**src/rtl/elevator_pkg.sv**
```systemverilog
// Shared definitions for the elevator request panel and controller:
// button bit map, floor width and travel direction encoding.
package elevator_pkg;
    localparam int NUM_BTN = 7;
    localparam int FLOOR_W = 2;

    localparam int BTN_CALL_UP_0  = 0;
    localparam int BTN_CALL_UP_1  = 1;
    localparam int BTN_CALL_DN_1  = 2;
    localparam int BTN_CALL_DN_2  = 3;
    localparam int BTN_SEL_0      = 4;
    localparam int BTN_SEL_1      = 5;
    localparam int BTN_SEL_2      = 6;

    typedef enum logic [1:0] {
        IDLE = 2'd0,
        UP   = 2'd1,
        DOWN = 2'd2
    } dir_t;
endpackage

```
**src/rtl/elevator_request_panel_if.sv**
```systemverilog
// Panel-side bundle: raw buttons and controller status in, request strobes
// and lamps out.
interface elevator_request_panel_if;
    import elevator_pkg::*;

    logic [NUM_BTN-1:0] btn_raw;
    logic [FLOOR_W-1:0] current_floor;
    logic               door_open;
    logic               moving_up;
    logic               moving_down;
    logic [NUM_BTN-1:0] req_pulse;
    logic [NUM_BTN-1:0] lamp;

    modport master (
        output btn_raw, current_floor, door_open, moving_up, moving_down,
        input  req_pulse, lamp
    );

    modport slave (
        input  btn_raw, current_floor, door_open, moving_up, moving_down,
        output req_pulse, lamp
    );
endinterface

```
**src/rtl/elevator_btn_debounce.sv**
```systemverilog
// One pushbutton: 2-flop synchroniser, run-length debouncer and a
// one-cycle press strobe on each accepted rising level.
module elevator_btn_debounce #(
    parameter int DEBOUNCE_CYCLES = 1_000_000
) (
    input  logic clk,
    input  logic rst,
    input  logic din,
    output logic press
);
    localparam int CNT_W = $clog2(DEBOUNCE_CYCLES + 1);
    localparam logic [CNT_W-1:0] CNT_LAST = CNT_W'(DEBOUNCE_CYCLES - 1);

    logic             sync1_q, sync2_q;
    logic             deb_d, deb_q, deb_prev_q;
    logic [CNT_W-1:0] cnt_d, cnt_q;

    // A mismatch run of DEBOUNCE_CYCLES flips deb; any agreeing cycle restarts the run.
    always_comb begin
        deb_d = deb_q;
        cnt_d = '0;
        if (sync2_q != deb_q) begin
            if (cnt_q == CNT_LAST) deb_d = ~deb_q;
            else                   cnt_d = cnt_q + CNT_W'(1);
        end
    end

    always_ff @(posedge clk) begin
        if (rst) begin
            sync1_q    <= 1'b0;
            sync2_q    <= 1'b0;
            deb_q      <= 1'b0;
            deb_prev_q <= 1'b0;
            cnt_q      <= '0;
        end else begin
            sync1_q    <= din;
            sync2_q    <= sync1_q;
            deb_q      <= deb_d;
            deb_prev_q <= deb_q;
            cnt_q      <= cnt_d;
        end
    end

    assign press = deb_q & ~deb_prev_q;
endmodule

```
**src/rtl/elevator_request_panel.sv**
```systemverilog
// Request panel top: debounced presses latch lamps and strobe requests to
// the controller; lamps clear when the car serves the matching request.
module elevator_request_panel
    import elevator_pkg::*;
#(
    parameter int DEBOUNCE_CYCLES = 1_000_000
) (
    input  logic                     clk,
    input  logic                     rst,
    elevator_request_panel_if.slave  bus
);
    logic [NUM_BTN-1:0] press;
    logic [NUM_BTN-1:0] clr;
    logic [NUM_BTN-1:0] lamp_d, lamp_q;
    logic [NUM_BTN-1:0] pulse_d, pulse_q;
    dir_t               last_dir_d, last_dir_q;

    for (genvar i = 0; i < NUM_BTN; i++) begin : g_btn
        elevator_btn_debounce #(
            .DEBOUNCE_CYCLES (DEBOUNCE_CYCLES)
        ) u_deb (
            .clk   (clk),
            .rst   (rst),
            .din   (bus.btn_raw[i]),
            .press (press[i])
        );
    end

    // Both motion flags high is a controller fault; keep the last good direction.
    always_comb begin
        last_dir_d = last_dir_q;
        if (bus.moving_up && !bus.moving_down)      last_dir_d = UP;
        else if (bus.moving_down && !bus.moving_up) last_dir_d = DOWN;
    end

    // At floor 1 the hall call served depends on the direction the car was travelling.
    always_comb begin
        clr = '0;
        if (bus.door_open) begin
            case (bus.current_floor)
                2'd0: begin
                    clr[BTN_CALL_UP_0] = 1'b1;
                    clr[BTN_SEL_0]     = 1'b1;
                end
                2'd1: begin
                    clr[BTN_SEL_1]     = 1'b1;
                    clr[BTN_CALL_UP_1] = (last_dir_q != DOWN);
                    clr[BTN_CALL_DN_1] = (last_dir_q != UP);
                end
                2'd2: begin
                    clr[BTN_CALL_DN_2] = 1'b1;
                    clr[BTN_SEL_2]     = 1'b1;
                end
                default: clr = '0;
            endcase
        end
    end

    always_comb begin
        lamp_d  = (lamp_q | press) & ~clr;
        pulse_d = press & ~lamp_q & ~clr;
    end

    always_ff @(posedge clk) begin
        if (rst) begin
            lamp_q     <= '0;
            pulse_q    <= '0;
            last_dir_q <= IDLE;
        end else begin
            lamp_q     <= lamp_d;
            pulse_q    <= pulse_d;
            last_dir_q <= last_dir_d;
        end
    end

    assign bus.lamp      = lamp_q;
    assign bus.req_pulse = pulse_q;
endmodule

```
**src/flat_wrapper.sv**
```systemverilog
// flat-port wrapper written by rule: the top's interface ports become plain ports
module elevator_request_panel_flat import elevator_pkg::*;
#(
    parameter int DEBOUNCE_CYCLES = 1_000_000
)
  (clk, rst, bus_btn_raw, bus_current_floor, bus_door_open, bus_moving_up, bus_moving_down, bus_req_pulse, bus_lamp);
  elevator_request_panel_if bus_i ();
  input  logic clk;
  input  logic rst;
  input wire logic [$bits(bus_i.btn_raw)-1:0] bus_btn_raw;
  input wire logic [$bits(bus_i.current_floor)-1:0] bus_current_floor;
  input wire logic [$bits(bus_i.door_open)-1:0] bus_door_open;
  input wire logic [$bits(bus_i.moving_up)-1:0] bus_moving_up;
  input wire logic [$bits(bus_i.moving_down)-1:0] bus_moving_down;
  output wire logic [$bits(bus_i.req_pulse)-1:0] bus_req_pulse;
  output wire logic [$bits(bus_i.lamp)-1:0] bus_lamp;
  assign bus_i.btn_raw = bus_btn_raw;
  assign bus_i.current_floor = bus_current_floor;
  assign bus_i.door_open = bus_door_open;
  assign bus_i.moving_up = bus_moving_up;
  assign bus_i.moving_down = bus_moving_down;
  assign bus_req_pulse = bus_i.req_pulse;
  assign bus_lamp = bus_i.lamp;
  elevator_request_panel #(.DEBOUNCE_CYCLES(DEBOUNCE_CYCLES)) u_core (.clk(clk), .rst(rst), .bus(bus_i));
endmodule
```
**config.mk**
```make
export PLATFORM = sky130hd
export DESIGN_NAME = elevator_request_panel_flat
export DESIGN_NICKNAME = d
export VERILOG_FILES = /design/src/rtl/elevator_pkg.sv /design/src/rtl/elevator_request_panel_if.sv /design/src/rtl/elevator_btn_debounce.sv /design/src/rtl/elevator_request_panel.sv /design/src/flat_wrapper.sv
export SDC_FILE = /design/constraint.sdc
export NUM_CORES = 1
export LEC_CHECK = 0
export ABC_AREA = 1
export CORE_MARGIN = 2
export CORE_UTILIZATION = 50
export CTS_CLUSTER_DIAMETER = 40
export DETAILED_ROUTE_END_ITERATION = 16
export HOLD_SLACK_MARGIN = 0.05
export PLACE_DENSITY_LB_ADDON = 0.25
export SLEW_MARGIN = 20
export SYNTH_ARGS = -nofsm -noshare
export SYNTH_HDL_FRONTEND = slang
export SYNTH_SLANG_ARGS = --single-unit
```
**constraint.sdc**
```tcl
create_clock -name clk -period 4.2 [get_ports clk]
set_input_delay 0.84 -clock clk [delete_from_list [all_inputs] [get_ports clk]]
set_output_delay 0.84 -clock clk [all_outputs]
set_load 0.05 [all_outputs]
```
==> results of run 1 <==
## where the power goes
part	internal [µW]	switching, µW	total (µW)
clock network	999	674	1670
registers	1750	5.09	1760
logic	22.0	35.1	57.1
total	2770	714	3490
## logic make-up after synthesis
family | after synthesis
simple gates | 781
flops | 184
buf+inv | 150
compound gates | 84
xor+xnor | 63
fa+ha+maj | 9
## cell usage in the layout (no fill, tap or decap), types with 2 or more instances in the layout
| master | n |
|---|---|
| nor2_4 | 4 |
| clkbuf_8 | 4 |
| clkinv_2 | 2 |
| xor2_1 | 40 |
| nor4_1 | 5 |
| nand2_1 | 306 |
| buf_4 | 2 |
| nand3_2 | 10 |
| xnor2_1 | 23 |
| ha_1 | 9 |
| o211ai_1 | 2 |
| clkdlybuf4s50_1 | 27 |
| o21ai_0 | 17 |
| nand2_2 | 3 |
| o21ai_1 | 2 |
| nand3_1 | 76 |
| dfxtp_1 | 184 |
| nand3b_1 | 4 |
| inv_2 | 2 |
| clkbuf_16 | 17 |
| nand4_1 | 20 |
| a21oi_1 | 58 |
| o21bai_1 | 2 |
| inv_1 | 132 |
| nor2_1 | 324 |
| or2_0 | 8 |
| clkinv_4 | 3 |
| bufinv_16 | 3 |
| nor3_1 | 5 |
| or2_2 | 6 |
| nor2_2 | 7 |
## worst max-delay path by stage
stage / end / cells past startpoint
after floorplan: u_core.g_btn[2].u_deb.cnt_q[11] / 8
after global placement: u_core.g_btn[1].u_deb.cnt_q[15] / 7
after detailed placement: u_core.g_btn[1].u_deb.cnt_q[16] / 7
after CTS: bus_lamp[4] / 1
after global routing: u_core.g_btn[1].u_deb.cnt_q[16] / 7
final: bus_lamp[4] / 1
## layer usage
metal / wire length [µm] / track usage (%) / vias to the layer above
li1: - / - / 4014
met1: 8100 / 24.3 / 3287
met2: 7930 / 33.1 / 110
met3: 666 / 4.51 / 20
met4: 250 / 6.77 / 0
met5: 0 / 0 / -
## state kept, by name (all words and copies together) (netlist names)
| signal | flops |
|---|---|
| u_core.bus.req_pulse | 7 |
| u_core.bus.lamp | 7 |
| u_core.g_btn.u_deb.sync2_q | 7 |
| u_core.g_btn.u_deb.deb_prev_q | 7 |
| u_core.g_btn.u_deb.sync1_q | 7 |
| u_core.last_dir_q | 2 |
| u_core.g_btn.u_deb.cnt_q | 140 |
| u_core.g_btn.u_deb.deb_q | 7 |
## worst min-delay path, stage by stage, from the launching register on
cell and delay [ns]:
dfxtp_1 0.30, inv_1 0.04, nor2_1 0.03
## metrics by stage
| stage | power (µW) | hold slack [ns] | util (%) | setup slack [ns] |
|---|---|---|---|---|
| 6_report | 3490 | 0.403 | 56.9 | 1.68 |
| 5_1_grt | 3610 | 0.427 | 56.9 | 1.55 |
| 4_1_cts | 3530 | 0.409 | 56.9 | 1.64 |
| 3_5_place_dp | 1860 | 0.399 | 53.2 | 1.26 |
| 3_3_place_gp | 1860 | 0.390 | 53.2 | 1.38 |
| 2_1_floorplan | 1840 | 0.388 | - | 2.47 |
## area by class of cell
cell class | count | area share [%]
clock inverters | 10 | 1.46
flip-flops and latches | 184 | 37.7
multi-input cells | 937 | 45.0
clock buffers | 21 | 4.92
well taps | 225 | 2.88
repair buffers | 29 | 2.92
inverters | 134 | 5.15
==> results.md, run 1 <==
- Post-synthesis xor/xnor area fraction: 6.34%
- Clock latency at the later pin of the worst-skew pair: 0.44 ns
- Cell at the slowest stage of the critical path: clkdlybuf4s50_1
- CTS root buffer: clkbuf_16
- Post-Synth Adder-Cell Area: 1.29%
- CP Launch Point: u_core.bus.lamp[4]
- Post-Synth Simple-Gate Area: 37.7%
- Final Instance Area: 0.00977 mm²
- Max incr delay on CP: 0.84 ns
- IO Port Bufs: 27
- Mux cell area share after synthesis: 0%
- Die H: around 140 µm
- Maximum number of pins on one net before global-route repair: 26
- Worst R2R End: u_core.g_btn[0].u_deb.cnt_q[15]
- Placed inst area: 0.00915 mm²
- Post-synthesis sequential area ratio: 42.3%
- Max-slew headroom: 53.3%
- Layout cells sized above 1: 5.25%
- Cell variety after synth: 34
- Vias in the first global route: 6740
- Initial antenna violation count: 0
- FF+latch count, synth: between 150 and 200
- Row Count: 48
- Worst Reg-to-Reg Cells: 8
- IR drop worst, VDD: ~300 µV
- Slew Viols, Final: 0
- Synth Cell Area: 0.00870 mm²
- WHS Endpoint: u_core.g_btn[1].u_deb.sync2_q
- Most frequent cells after synthesis: 324 x nor2_1, 306 x nand2_1, 184 x dfxtp_1
- Worst Setup End Kind: output port
- Synth Area in Compound Gates: 5.19%
- Final Cycle Share: 60.0%
- Count leader, synth: nor2_1
- Iter 0 DRT Violations: just over 400
- Syn_nets: 1294
- TritonCTS buffer count: 17
- DP Wirelength: 12400 µm
- Area grow syn2layout: 12.3%
- Top FF cell, synth: dfxtp_1
- Fill cell count: 1687
- HP Class: flop to flop
- Fraction of registers with async set/reset: 0%
- Unrepaired setup endpoints after global routing: no
- Clock transition at path regs: 0.07 ns
- PD cells: 357 mW/mm²
- Area of the die: 0.0185 mm²
- Initial Util: 50.6%
- Max Root-Sink Buffers: 2
- Largest family of logic cells by synthesized area: simple AND/OR/NAND/NOR gates
- Die Wd: 136 µm
- First-pass GRT wire length: 29500 µm
- Routability congestion estimate from global placement: 0.905
- Synthesized area per cell: 6.84 µm²
- Worst Skew: 0.00899 ns
- WL per Instance: 11.0 µm
- Antenna diodes: 0
- Worst setup path category: flop to output port
- # hold bufs at CTS: 0
- Vias post-DR: 7431
- Non-filler cells, final: 1540
- Share of the synthesized area in the top cell type: 42.3%
- Core ar.: 0.0172 mm²
- Fmax: about 400 MHz
- Leak: 0.00312 µW
- WP data required: between 3 and 4 ns
- IO Pins: 28
- PostCTS Resize Cnt: 0
- Bufs and invs on worst path: 1
- Final TNS setup: 0 ns
- Critical-path cell list: clkdlybuf4s50_1
- CTS tree: yes
- Worst Tran Pin Value: about 0.7 ns
- Area of the multi-input gates: about 0.0044 mm²
- Synthesis Warnings: 0
- Status: complete, no violations
- TritonCTS Sinks: 184
- Reg2reg start: u_core.g_btn[0].u_deb.cnt_q[0]
- Postcts setup bufs: 0
- Placed cells: roughly 1500
- Leading area contributor after synthesis: dfxtp_1
- Final ANT Viol Nets: 0
- DR vias/cell: 4.83
- Total GRT Usage: 19.5%
- Ranking of synthesized cells by area: dfxtp_1 42%, nor2_1 14%, nand2_1 13%
- Nets: 1326
- WL final: 17000 µm
- Reg2Reg Setup Slack: 2.20 ns
- Crit-path max FO: 3
- EDFF count, synth: 0
- Drc violations: 0
- Max-Cap Viols: 0
- Pre-antenna DRT Iters: 5
- Final setup violation count: 0
- GR Overflow Total: 0
- Sequential cell area: around 0.0037 mm²
- Gate Count Post-Synth: 1271
- H-Tree Depth: 4
- CP delay by family, top: buffers and inverters
- Hold_sp: u_core.g_btn[1].u_deb.sync1_q
- Worst Path Arrival: between 1.5 and 2 ns
- Fin. Hold Viols: 0
- Crit path launch type: flop
- Hold path depth: 2
- Final min period: 2.52 ns
Power figures use the tool's default switching activity.
==> run 2: changes to the inputs <==
- clock period: 4.2 -> 2.3 ns (I/O delays scaled with it)
==> run 2 against run 1 <==
  * Sequential cell count did not move
  * Die area did not move
  * Combinational power rose by 93%
  * Core utilization fell by 0.14 points
  * Sequential power rose by 82%
  * Clock-buffer cell count fell by 2
  * First-iteration DRC count rose by 11%
  * Hold slack improved by 0.0012 ns
  * Global-route usage rose by 0.14 points
  * Final cell count rose by 0.39%
  * Critical path depth did not move
  * Clock skew rose by 0.0099 ns
  * Critical endpoint is now bus_lamp[2]
  * Highest routed layer unchanged
==> results.md, run 2 (synthesis gave the netlist of run 1 again) <==
- Final min period: approximately 2.1 ns
- Core Util, Final: between 50% and 60%
- CTS tree: yes
- Max FFs per register: 140
- Final setup violation count: 0
- Worst Path Arrival: 1.65 ns
- Max incr delay on CP: approximately 0.8 ns
- WP data required: around 1.8 ns
- PostCTS Resize Cnt: 0
- Slew Viols, Final: 0
- Fin. Hold Viols: 0
- Vias in the first global route: between 6000 and 7000
- Cell Int Power: 4770 µW
- Reg2Reg Setup Slack: 0.59 ns
- Postcts setup bufs: 0
- IR drop worst, VDD: 533 µV
- Worst Setup End Kind: output port
- Nets: 1331
- Setup ws final: 0.191 ns
- Initial Util: approximately half
- Commonest non-fill, non-tap cells in the layout: 324 x nor2_1, 306 x nand2_1, 184 x dfxtp_1
- Leak: between 0.003 and 0.004 µW
- Clock transition at path regs: ~0.07 ns
- DP Wirelength: roughly 12000 µm
- Max-Cap Viols: 0
- Max Root-Sink Buffers: 2
- Worst Skew: around 0.019 ns
- Critical-path cell list: clkdlybuf4s50_1
- Layout cells sized above 1: 5.60%
- IO Port Bufs: 27
- Switching Share: between 20% and 30%
- Status: complete, no violations
- Worst R2R End: u_core.g_btn[0].u_deb.cnt_q[15]
- Fmax: 474 MHz
- Maximum number of pins on one net before global-route repair: 25
- Pre-antenna DRT Iters: 6
- H-Tree Depth: 4
- IO Pins: 28
- Clock Power Share: 45.5%
- Commonest non-fill, non-tap cell in the layout: nor2_1
- Cell at the slowest stage of the critical path: clkdlybuf4s50_1
- TritonCTS Sinks: 184
- CP delay by family, top: buffers and inverters
- Iter 0 DRT Violations: 450
- Drc violations: 0
- Switching pwr: 1320 µW
- Largest Register: u_core.g_btn.u_deb.cnt_q
- Initial antenna violation count: 0
- Bufs and invs on worst path: 1
- CTS root buffer: clkbuf_16
- Worst Tran Pin Value: 0.508 ns
- Die H: 136 µm
- Area of the die: 0.0185 mm²
- Clock latency at the later pin of the worst-skew pair: 0.44 ns
- Final Cycle Share: 91.7%
- HP Class: flop to flop
- WP depth: 1
- Total power: 6100 µW
- Vias post-DR: 7451
- Crit-path max FO: 3
- Max-slew headroom: around 66%
- CP Launch Point: u_core.bus.lamp[2]
- TritonCTS buffer count: 17
- Area grow syn2layout: 12.0%
- PD cells: 626 mW/mm²
- Total GRT Usage: 19.6%
- WL per Instance: 10.8 µm
- Logic pwr share: 1.8%
- Crit path launch type: flop
- Routability congestion estimate from global placement: 0.868
- Setup crit end: bus_lamp[2]
- Core ar.: 0.0172 mm²
- # hold bufs at CTS: 0
- Final ANT Viol Nets: 0
- Fill cell count: 1701
- Final TNS setup: 0 ns
- First-pass GRT wire length: around 30000 µm
- Worst setup path category: flop to output port
- Antenna diodes: 0
- Worst Reg-to-Reg Cells: 9
- DR vias/cell: 4.82
- Sequential power share: roughly 53%
- Pre-CTS WS: 0.292 ns
- Die Wd: between 100 and 150 µm
- WL final: approximately 17000 µm
- Unrepaired setup endpoints after global routing: no
- GR Overflow Total: 0
- Reg2reg start: u_core.g_btn[0].u_deb.cnt_q[0]
- Row Count: 48
[run 2: power by group through the flow]
stage	registers [µW]	clock network, µW	logic, µW
floorplan	3280	0	70.2
global placement	3280	0	110
detailed placement	3280	0	111
CTS	3210	2860	112
global route	3210	3000	126
finish	3210	2770	110
[run 2: layer usage]
| metal | GRT usage (%) | share of wire, % |
|---|---|---|
| met1 | 25.6 | 50 |
| met2 | 32.7 | 46 |
| met3 | 4.51 | 3.5 |
| met4 | 5.38 | 0.93 |
| met5 | 0 | 0 |
[run 2: layout make-up]
type	count	area [µm²]	share of cell area (%)
clock buffer	19	443	4.55
clock inverter	13	119	1.22
inverter	134	503	5.16
multi-input combinational	937	4390	45.1
sequential	184	3680	37.8
tap	225	282	2.89
timing repair buffer	34	323	3.31
[run 2: worst register-to-register path, delay by kind of cell (launching register included)]
| family | cells | cell delay, ns |
|---|---|---|
| and+or+nand+nor | 6 | 0.57 |
| DFF | 1 | 0.42 |
| buffers and inverters | 2 | 0.33 |
| adders and majority gates | 1 | 0.28 |
[run 2: worst min-delay path by stage]
| stage | startpoint | to | depth (start not counted) |
|---|---|---|---|
| global placement | u_core.g_btn[5].u_deb.sync1_q | u_core.g_btn[5].u_deb.sync2_q | 2 |
| floorplan | u_core.g_btn[0].u_deb.sync1_q | u_core.g_btn[0].u_deb.sync2_q | 2 |
| finish | u_core.g_btn[4].u_deb.sync1_q | u_core.g_btn[4].u_deb.sync2_q | 2 |
| global route | u_core.g_btn[4].u_deb.sync1_q | u_core.g_btn[4].u_deb.sync2_q | 2 |
| CTS | u_core.g_btn[4].u_deb.sync1_q | u_core.g_btn[4].u_deb.sync2_q | 2 |
| detailed placement | u_core.g_btn[4].u_deb.sync1_q | u_core.g_btn[4].u_deb.sync2_q | 2 |
[run 2: metrics by stage]
stage	area, µm²	hold WS [ns]	cells
after detailed placement	9180	0.395	1514
after global placement	9180	0.389	1514
after CTS	9740	0.405	1546
after floorplan	8700	0.388	1271
final	9740	0.404	1546
after global routing	9740	0.418	1546
